--- src/rtl/logic_unit_arbiter.sv ---
// rtl/logic_unit_arbiter.sv - two-requester arbiter in front of a shared logic unit
module logic_unit_arbiter #(
  parameter bit FIXED_PRIORITY = 1'b0
) (
  input  logic        clock,
  input  logic        nReset,
  input  logic        req0Valid,
  input  logic        req1Valid,
  input  logic [2:0]  req0Control,
  input  logic [2:0]  req1Control,
  input  logic [31:0] req0OperantA,
  input  logic [31:0] req0OperantB,
  input  logic [31:0] req1OperantA,
  input  logic [31:0] req1OperantB,
  output logic        req0Ready,
  output logic        req1Ready,
  output logic        rsp0Valid,
  output logic        rsp1Valid,
  input  logic        rsp0Ready,
  input  logic        rsp1Ready,
  output logic [31:0] rspResult,
  output logic [2:0]  luControl,
  output logic [31:0] luOperantA,
  output logic [31:0] luOperantB,
  input  logic [31:0] luResult
);

  typedef enum logic [1:0] {
    IDLE = 2'd0,
    EXEC = 2'd1,
    RESP = 2'd2
  } state_t;

  state_t      state;
  logic        last_grant;
  logic        owner_id;
  logic        grant_id;
  logic [2:0]  ctl_q;
  logic [31:0] opa_q;
  logic [31:0] opb_q;

  // Grant selection and same-cycle accept handshake; readies only in IDLE and out of reset
  always_comb begin
    grant_id = 1'b0;
    if (req0Valid && req1Valid) begin
      grant_id = FIXED_PRIORITY ? 1'b0 : ~last_grant;
    end else begin
      grant_id = req1Valid;
    end
    req0Ready = nReset && (state == IDLE) && req0Valid && !grant_id;
    req1Ready = nReset && (state == IDLE) && req1Valid && grant_id;
  end

  assign luControl  = ctl_q;
  assign luOperantA = opa_q;
  assign luOperantB = opb_q;

  // Operation sequencer: capture request, run the shared unit for one cycle, hold the result
  always_ff @(posedge clock or negedge nReset) begin
    if (!nReset) begin
      state      <= IDLE;
      last_grant <= 1'b1;
      owner_id   <= 1'b0;
      ctl_q      <= 3'd0;
      opa_q      <= 32'd0;
      opb_q      <= 32'd0;
      rspResult  <= 32'd0;
      rsp0Valid  <= 1'b0;
      rsp1Valid  <= 1'b0;
    end else begin
      case (state)
        IDLE: begin
          if (req0Valid || req1Valid) begin
            ctl_q      <= grant_id ? req1Control  : req0Control;
            opa_q      <= grant_id ? req1OperantA : req0OperantA;
            opb_q      <= grant_id ? req1OperantB : req0OperantB;
            owner_id   <= grant_id;
            last_grant <= grant_id;
            state      <= EXEC;
          end
        end
        EXEC: begin
          rspResult <= luResult;
          rsp0Valid <= !owner_id;
          rsp1Valid <= owner_id;
          state     <= RESP;
        end
        RESP: begin
          // Only the owner's ready can complete the handshake
          if ((rsp0Valid && rsp0Ready) || (rsp1Valid && rsp1Ready)) begin
            rsp0Valid <= 1'b0;
            rsp1Valid <= 1'b0;
            state     <= IDLE;
          end
        end
        default: begin
          rsp0Valid <= 1'b0;
          rsp1Valid <= 1'b0;
          state     <= IDLE;
        end
      endcase
    end
  end

endmodule

--- config.mk ---
export PLATFORM = sky130hd
export DESIGN_NAME = logic_unit_arbiter
export DESIGN_NICKNAME = d
export VERILOG_FILES = /design/src/rtl/logic_unit_arbiter.sv
export SDC_FILE = /design/constraint.sdc
export NUM_CORES = 1
export LEC_CHECK = 0
export CORE_MARGIN = 1.5
export CORE_UTILIZATION = 36
export CTS_BUF_LIST = sky130_fd_sc_hd__clkbuf_16
export DETAILED_ROUTE_END_ITERATION = 10
export PLACE_DENSITY_LB_ADDON = 0.3
export SYNTH_ARGS = -nofsm -noshare
export SYNTH_HDL_FRONTEND = slang
export SYNTH_SLANG_ARGS = --single-unit
--- constraint.sdc ---
create_clock -name clock -period 1.6 [get_ports clock]
set_input_delay 0.32 -clock clock [delete_from_list [all_inputs] [get_ports clock]]
set_output_delay 0.32 -clock clock [all_outputs]
set_load 0.01 [all_outputs]
==> results of run 1 <==
==> cell families after synthesis <==
kind of cell,Yosys count
mux,166
flops,105
buf+inv,22
compound gates,9
simple gates,9
==> worst reg2reg max path, stage by stage (launching register included) <==
cell	delay [ps]
dfstp_2	530
a21bo_4	170
buf_8	140
buf_16	160
mux2_4	310
mux2_4	260
==> final timing paths <==
path                             endpoint  slack (ps)  cells after the start
max                         luOperantB[0]         -90                      5
min                        luOperantA[12]          70                      2
max reg2reg                 luOperantB[0]         -90                      5
min reg2reg                  rspResult[1]         500                      1
max in group asynchronous      last_grant         700                      3
min in group clock             last_grant         330                      3
==> layout by cell type (no fill, tap or decap), types with 3 or more instances in the layout <==
master / count
clkinv_1: 3
nor2_1: 3
clkdlybuf4s50_1: 197
mux2_2: 38
clkbuf_16: 11
nand2_1: 3
mux2_4: 128
buf_4: 12
dlymetal6s2s_1: 58
dlygate4sd2_1: 16
dfrtp_1: 104
buf_12: 5
==> flip-flops by register name (all words and copies together), names as in the netlist, 2 cells and up <==
register	cells
rspResult	32
luOperantB	32
state	2
luControl	3
luOperantA	32
==> per-layer routing <==
metal / vias up / global-route usage [%] / routed length [um]
li1: 1692 / - / -
met1: 1779 / 19.55 / 5332
met2: 161 / 30.49 / 7150
met3: 28 / 3.875 / 964
met4: 0 / 9.124 / 444
met5: - / 0 / 0
==> report_power, final <==
group	leakage, nW	switching (mW)	internal [mW]
Clock	0.134	0.953	1.19
Combinational	3.42	0.267	0.699
Sequential	1.38	0.0196	2.69
Total	4.93	1.24	4.59
==> cell type report <==
cell class,instances,area [um^2]
clock buffers,9,225.2
repair buffers,298,3189
clock inverters,7,61.31
multi-input cells,184,2481
well taps,180,225.2
flip-flops and latches,105,2629
fillers,1037,5224
inverters,2,7.507
==> stage by stage <==
stage	hold slack, ps	TNS, ps	cell area (um^2)	instances	setup WS, ps
global placement	154.2	-25850	8239	762	-455.8
global route	107.3	-6974	8818	785	-141.1
CTS	83.19	-4326	8607	783	-116.4
finish	74.09	-3717	8818	785	-87.32
floorplan	24.41	0	5226	311	10.74
detailed placement	158.6	-27370	8239	762	-499.9
==> Yosys cell counts, drive strengths merged <==
cell type  instances
a21bo              1
dfrtp            104
o32ai              1
a31o               2
buf               20
inv                2
and4               1
o21a               1
o21ai              1
dfstp              1
nor2               4
a31oi              1
nand2              3
mux2             166
a22o               1
a21oi              1
nand2b             1
==> what timing repair did <==
item | CTS | global route
pin swaps | 0 | 1
endpoints found under the setup margin | 84 | 126
gates cloned | 1 | 2
buffers inserted | 2 | 0
resized for setup | 38 | 61
endpoints found under the hold margin | 8 | 0
hold buffers | 2 | 0
==> qor.yml, run 1 <==
critical_path:
  crit_family: "multiplexers"
  path_common_cell: "mux2_4"
  r2r-start: "last_grant"
  crit_type: "reg -> reg"
  crit_buf_inv: 2
  crit_slowest_cell: "dfstp_2"
  path_cells: "a21bo_4 -> buf_8 -> buf_16 -> mux2_4 -> mux2_4"
  crit_arrival_ps: 1920
  end_kind: "flip-flop"
  critPathMaxFanout: 12
  crit_start: "last_grant"
  required_ps: 1830
  critPathLaunchType: "flip-flop"
  slowest_delay_ps: 530
layout:
  drive_gt1_share_pct: 34.71
  antenna_cells: 0
  final_nets: 772
  syn_to_final_growth_pct: 68.73
  fin_util_pct: 62.80
global_routing:
  grt_overflow: 0
  grtUsageTotal_pct: 17.32
  grt_antenna_before_repair: 0
  grt_pass1_wl_um: 19780
  grt_max_degree: 86
  grt_pass1_vias: 3768
synth:
  synth_area_um2: 5226
  synth_compound_area_share_pct: 1.317
  muxShareOfSynthArea_pct: 44.17
  synth_seq_area_share_pct: 50.30
  synth_xor_area_share_pct: 0
  ys_warn_count: 0
  synth_top_area_share_pct: 49.80
  synthCells: 311
  synth_top_area_cell: "dfrtp_1"
  yosysUniqueCellTypes: 21
  synthTopCellsByArea: "dfrtp_1 (50%), mux2_4 (34%), mux2_2 (11%)"
  yosys.area_share.simple_pct: 0.8379
  synthAdderAreaFrac_pct: 0
  synth_seq_cells: 105
  avgSynthCellArea_um2: 16.80
  synth_fp_nets: 483
  synth_top_family_by_area: "multiplexers"
die:
  start_util_pct: 37.22
  rows: 43
  core_um2: 14040
  dieHeight_um: 123.5
  die_w_um: 123.5
  dieArea_um2: 15250
  io_pins: 275
clock_network:
  clk_pin_slew_ps: 70
  clk_path_buf_depth: 2
  cts_root_buffer: "clkbuf_16"
  cts_tree: "done"
  htree_levels: 3
  clock_sinks: 105
  insertion_delay_ps: 340
  cts_made_buffers: 9
sta:
  finalSetupViolations: 68
  rsz0062_at_grt: "true"
  worstMarginPinSlew_ps: 456.6
  hold_violations: 0
  worst_slack_ps: -87.32
  slew_headroom_pct: 69.56
  fmax_mhz: 592.7
  fin_skew_ps: 7.038
  period_share_pct: 105.5
  finalCriticalPeriod_ps: 1687
  drv_slew: 0
power:
  finalPower_mw: 5.827
  p_leak_nw: 4.931
  ir_drop_uv: 481.3
  power_density_nw_per_um2: 660.8
drt:
  drc: 0
  wl_per_cell_um: 17.70
  drt_first_pass_iters: 4
  vias: 3660
  drt_wl_total_um: 13890
  antenna_left: 0
  drt_iter0_drc: 102
  viasPerCell: 4.662
placed_design:
  portBuffers: 274
  gp_congestion: 0.7579
  hpwlAfterDp_um: 10190
outcome:
  outcome: "complete, but fails checks"
  violations: "setup timing"
worst_hold_path:
  hold_path.class: "in -> async"
flow_run:
  drv_cap: 0
Note: power is estimated with default switching activity, not from simulation.
==> run 2: changes to the inputs <==
- GPL_TIMING_DRIVEN: not set -> 0
==> run 2 against run 1 <==
The flow finishes with violations (hold timing, setup timing); via count down 0.79%; critical path type is now reg -> out; global-route usage down 0.48 points; largest power group unchanged; power down 0.33%; maximum frequency down 7.8%; routed wire length down 3.6%; critical path depth unchanged; sequential share of layout area up 0.21 points; clock skew up 3.2 ps; utilization down 0.45 points.
==> qor.yml, run 2 (synthesis gave the netlist of run 1 again) <==
die:
  die_w_um: 123.5
  rows: 43
  core_um2: 14040
  start_util_pct: 37.22
  io_pins: 275
  dieArea_um2: 15250
  dieHeight_um: 123.5
global_routing:
  met3_usage_pct: 4.290
  use_met2_pct: 30.35
  grt_max_degree: 61
  busiest_layer: "met2"
  grt_pass1_vias: 3806
  grt_antenna_before_repair: 1
  grt_use_met1_pct: 19.40
  grt_overflow: 0
  grt_pass1_wl_um: 19460
  grtUsageTotal_pct: 16.84
drt:
  vias: 3631
  drt_iter0_drc: 113
  viasPerCell: 4.602
  drt_wl_total_um: 13390
  drc: 0
  drt_first_pass_iters: 4
  antenna_left: 0
  wl_per_cell_um: 16.97
critical_path:
  critPathLaunchType: "flip-flop"
  crit_start: "last_grant"
  critPathMaxFanout: 4
  slowest_delay_ps: 540
  crit_arrival_ps: 1510
  endpoint: "req0Ready"
  rr_endpoint: "luOperantA[20]"
  required_ps: 1280
  crit_type: "reg -> out"
  reg2reg_slack_ps: -220
  end_kind: "output port"
  path_cells: "a21bo_1 -> buf_8 -> buf_12 -> and4_1 -> buf_4"
  crit_slowest_cell: "dfstp_2"
  reg2regPathDepth: 6
  r2r-start: "last_grant"
placed_design:
  dp_cells: 766
  gp_congestion: 0.7157
  portBuffers: 274
  hpwlAfterDp_um: 10260
outcome:
  violations: "hold timing, setup timing"
  outcome: "complete, but fails checks"
layout:
  drive_gt1_share_pct: 35.53
  final_nets: 775
  syn_to_final_growth_pct: 67.54
  final_cells: 789
  layout_commonest_cell: "clkdlybuf4s50_1"
  final_cell_mix: "clkdlybuf4s50_1 (215), mux2_4 (118), dfrtp_1 (104), mux2_2 (48), dlymetal6s2s_1 (43)"
  fillers: 1040
clock_network:
  cts_root_buffer: "clkbuf_16"
  clock_sinks: 105
  clk_path_buf_depth: 2
  insertion_delay_ps: 340
  clk_pin_slew_ps: 70
  cts_made_buffers: 9
  htree_levels: 3
  cts_tree: "done"
power:
  finalPower_mw: 5.808
  power_density_nw_per_um2: 663.3
  ir_drop_uv: 443.2
  p_leak_nw: 4.687
worst_hold_path:
  hold_path.class: "in -> async"
sta:
  hold_violations: 47
  worstMarginPinSlew_ps: 402.3
  fin_skew_ps: 10.25
  whs_ps: -127.1
  worst_slack_ps: -229.2
  drv_slew: 0
  rsz0062_at_grt: "true"
  slew_headroom_pct: 73.18
  fin_tns_setup_ps: -13160
  finalSetupViolations: 69
  finalCriticalPeriod_ps: 1829
  fmax_mhz: 546.7
  period_share_pct: 114.3
flow_run:
  drv_cap: 0
-- run 2: repair_timing --
item                                   in CTS  in global routing
endpoints found under the hold margin      47                 47
gates resized for setup                    32                 59
cloned                                      0                  1
pin swaps                                   1                  0
setup endpoints to repair                  80                125
buffers inserted                            5                  0
-- run 2: critical path, delay by kind of cell (launching register included) --
| family | cells | cell delay (ps) |
|---|---|---|
| and+or+nand+nor | 1 | 180 |
| DFF | 1 | 540 |
| AOI/OAI and AO/OA | 1 | 130 |
| buffers and inverters | 3 | 340 |
-- run 2: worst min-delay path by stage --
stage / from / end / slack [ps]
2_1_floorplan: nReset / luControl[0] / 20
3_3_place_gp: rspResult[23] / rspResult[23] / 490
3_5_place_dp: nReset / rspResult[14] / 380
4_1_cts: nReset / rspResult[14] / -130
5_1_grt: nReset / rspResult[14] / -100
6_report: nReset / rspResult[14] / -130
-- run 2: power by group --
group,switching (mW),leakage (nW),internal (mW)
sequential,0.0190,1.38,2.69
combinational,0.267,3.17,0.711
clock,1.03,0.137,1.08
total,1.32,4.69,4.49
-- run 2: area by class of cell --
| cell class | instances | area, um^2 | area share [%] |
|---|---|---|---|
| clock buffers | 9 | 225.2 | 2.572 |
| clock inverters | 7 | 60.06 | 0.6859 |
| repair buffers | 281 | 2939 | 33.57 |
| plain buffers | 20 | 230.2 | 2.629 |
| well taps | 180 | 225.2 | 2.572 |
| inverters | 2 | 7.507 | 0.08574 |
| multi-input cells | 184 | 2437 | 27.84 |
| diodes | 1 | 2.502 | 0.02858 |
| flip-flops and latches | 105 | 2629 | 30.02 |
-- run 2: routing by layer --
layer / wire length [um] / vias to the layer above
li1: - / 1703
met1: 5159 / 1761
met2: 7024 / 151
met3: 995 / 16
met4: 206 / 0
met5: 0 / -
-- run 2: metrics by stage --
step                hold slack [ps]  instance area, um^2  util [%]  setup WS [ps]
detailed placement            379.2                 8219     58.53         -847.3
floorplan                     24.41                 5226         -          10.74
CTS                          -132.4                 8556     60.93         -239.9
global placement              487.1                 8194     58.35          -4139
finish                       -127.1                 8756     62.35         -229.2
global route                 -103.3                 8756     62.35         -274.3
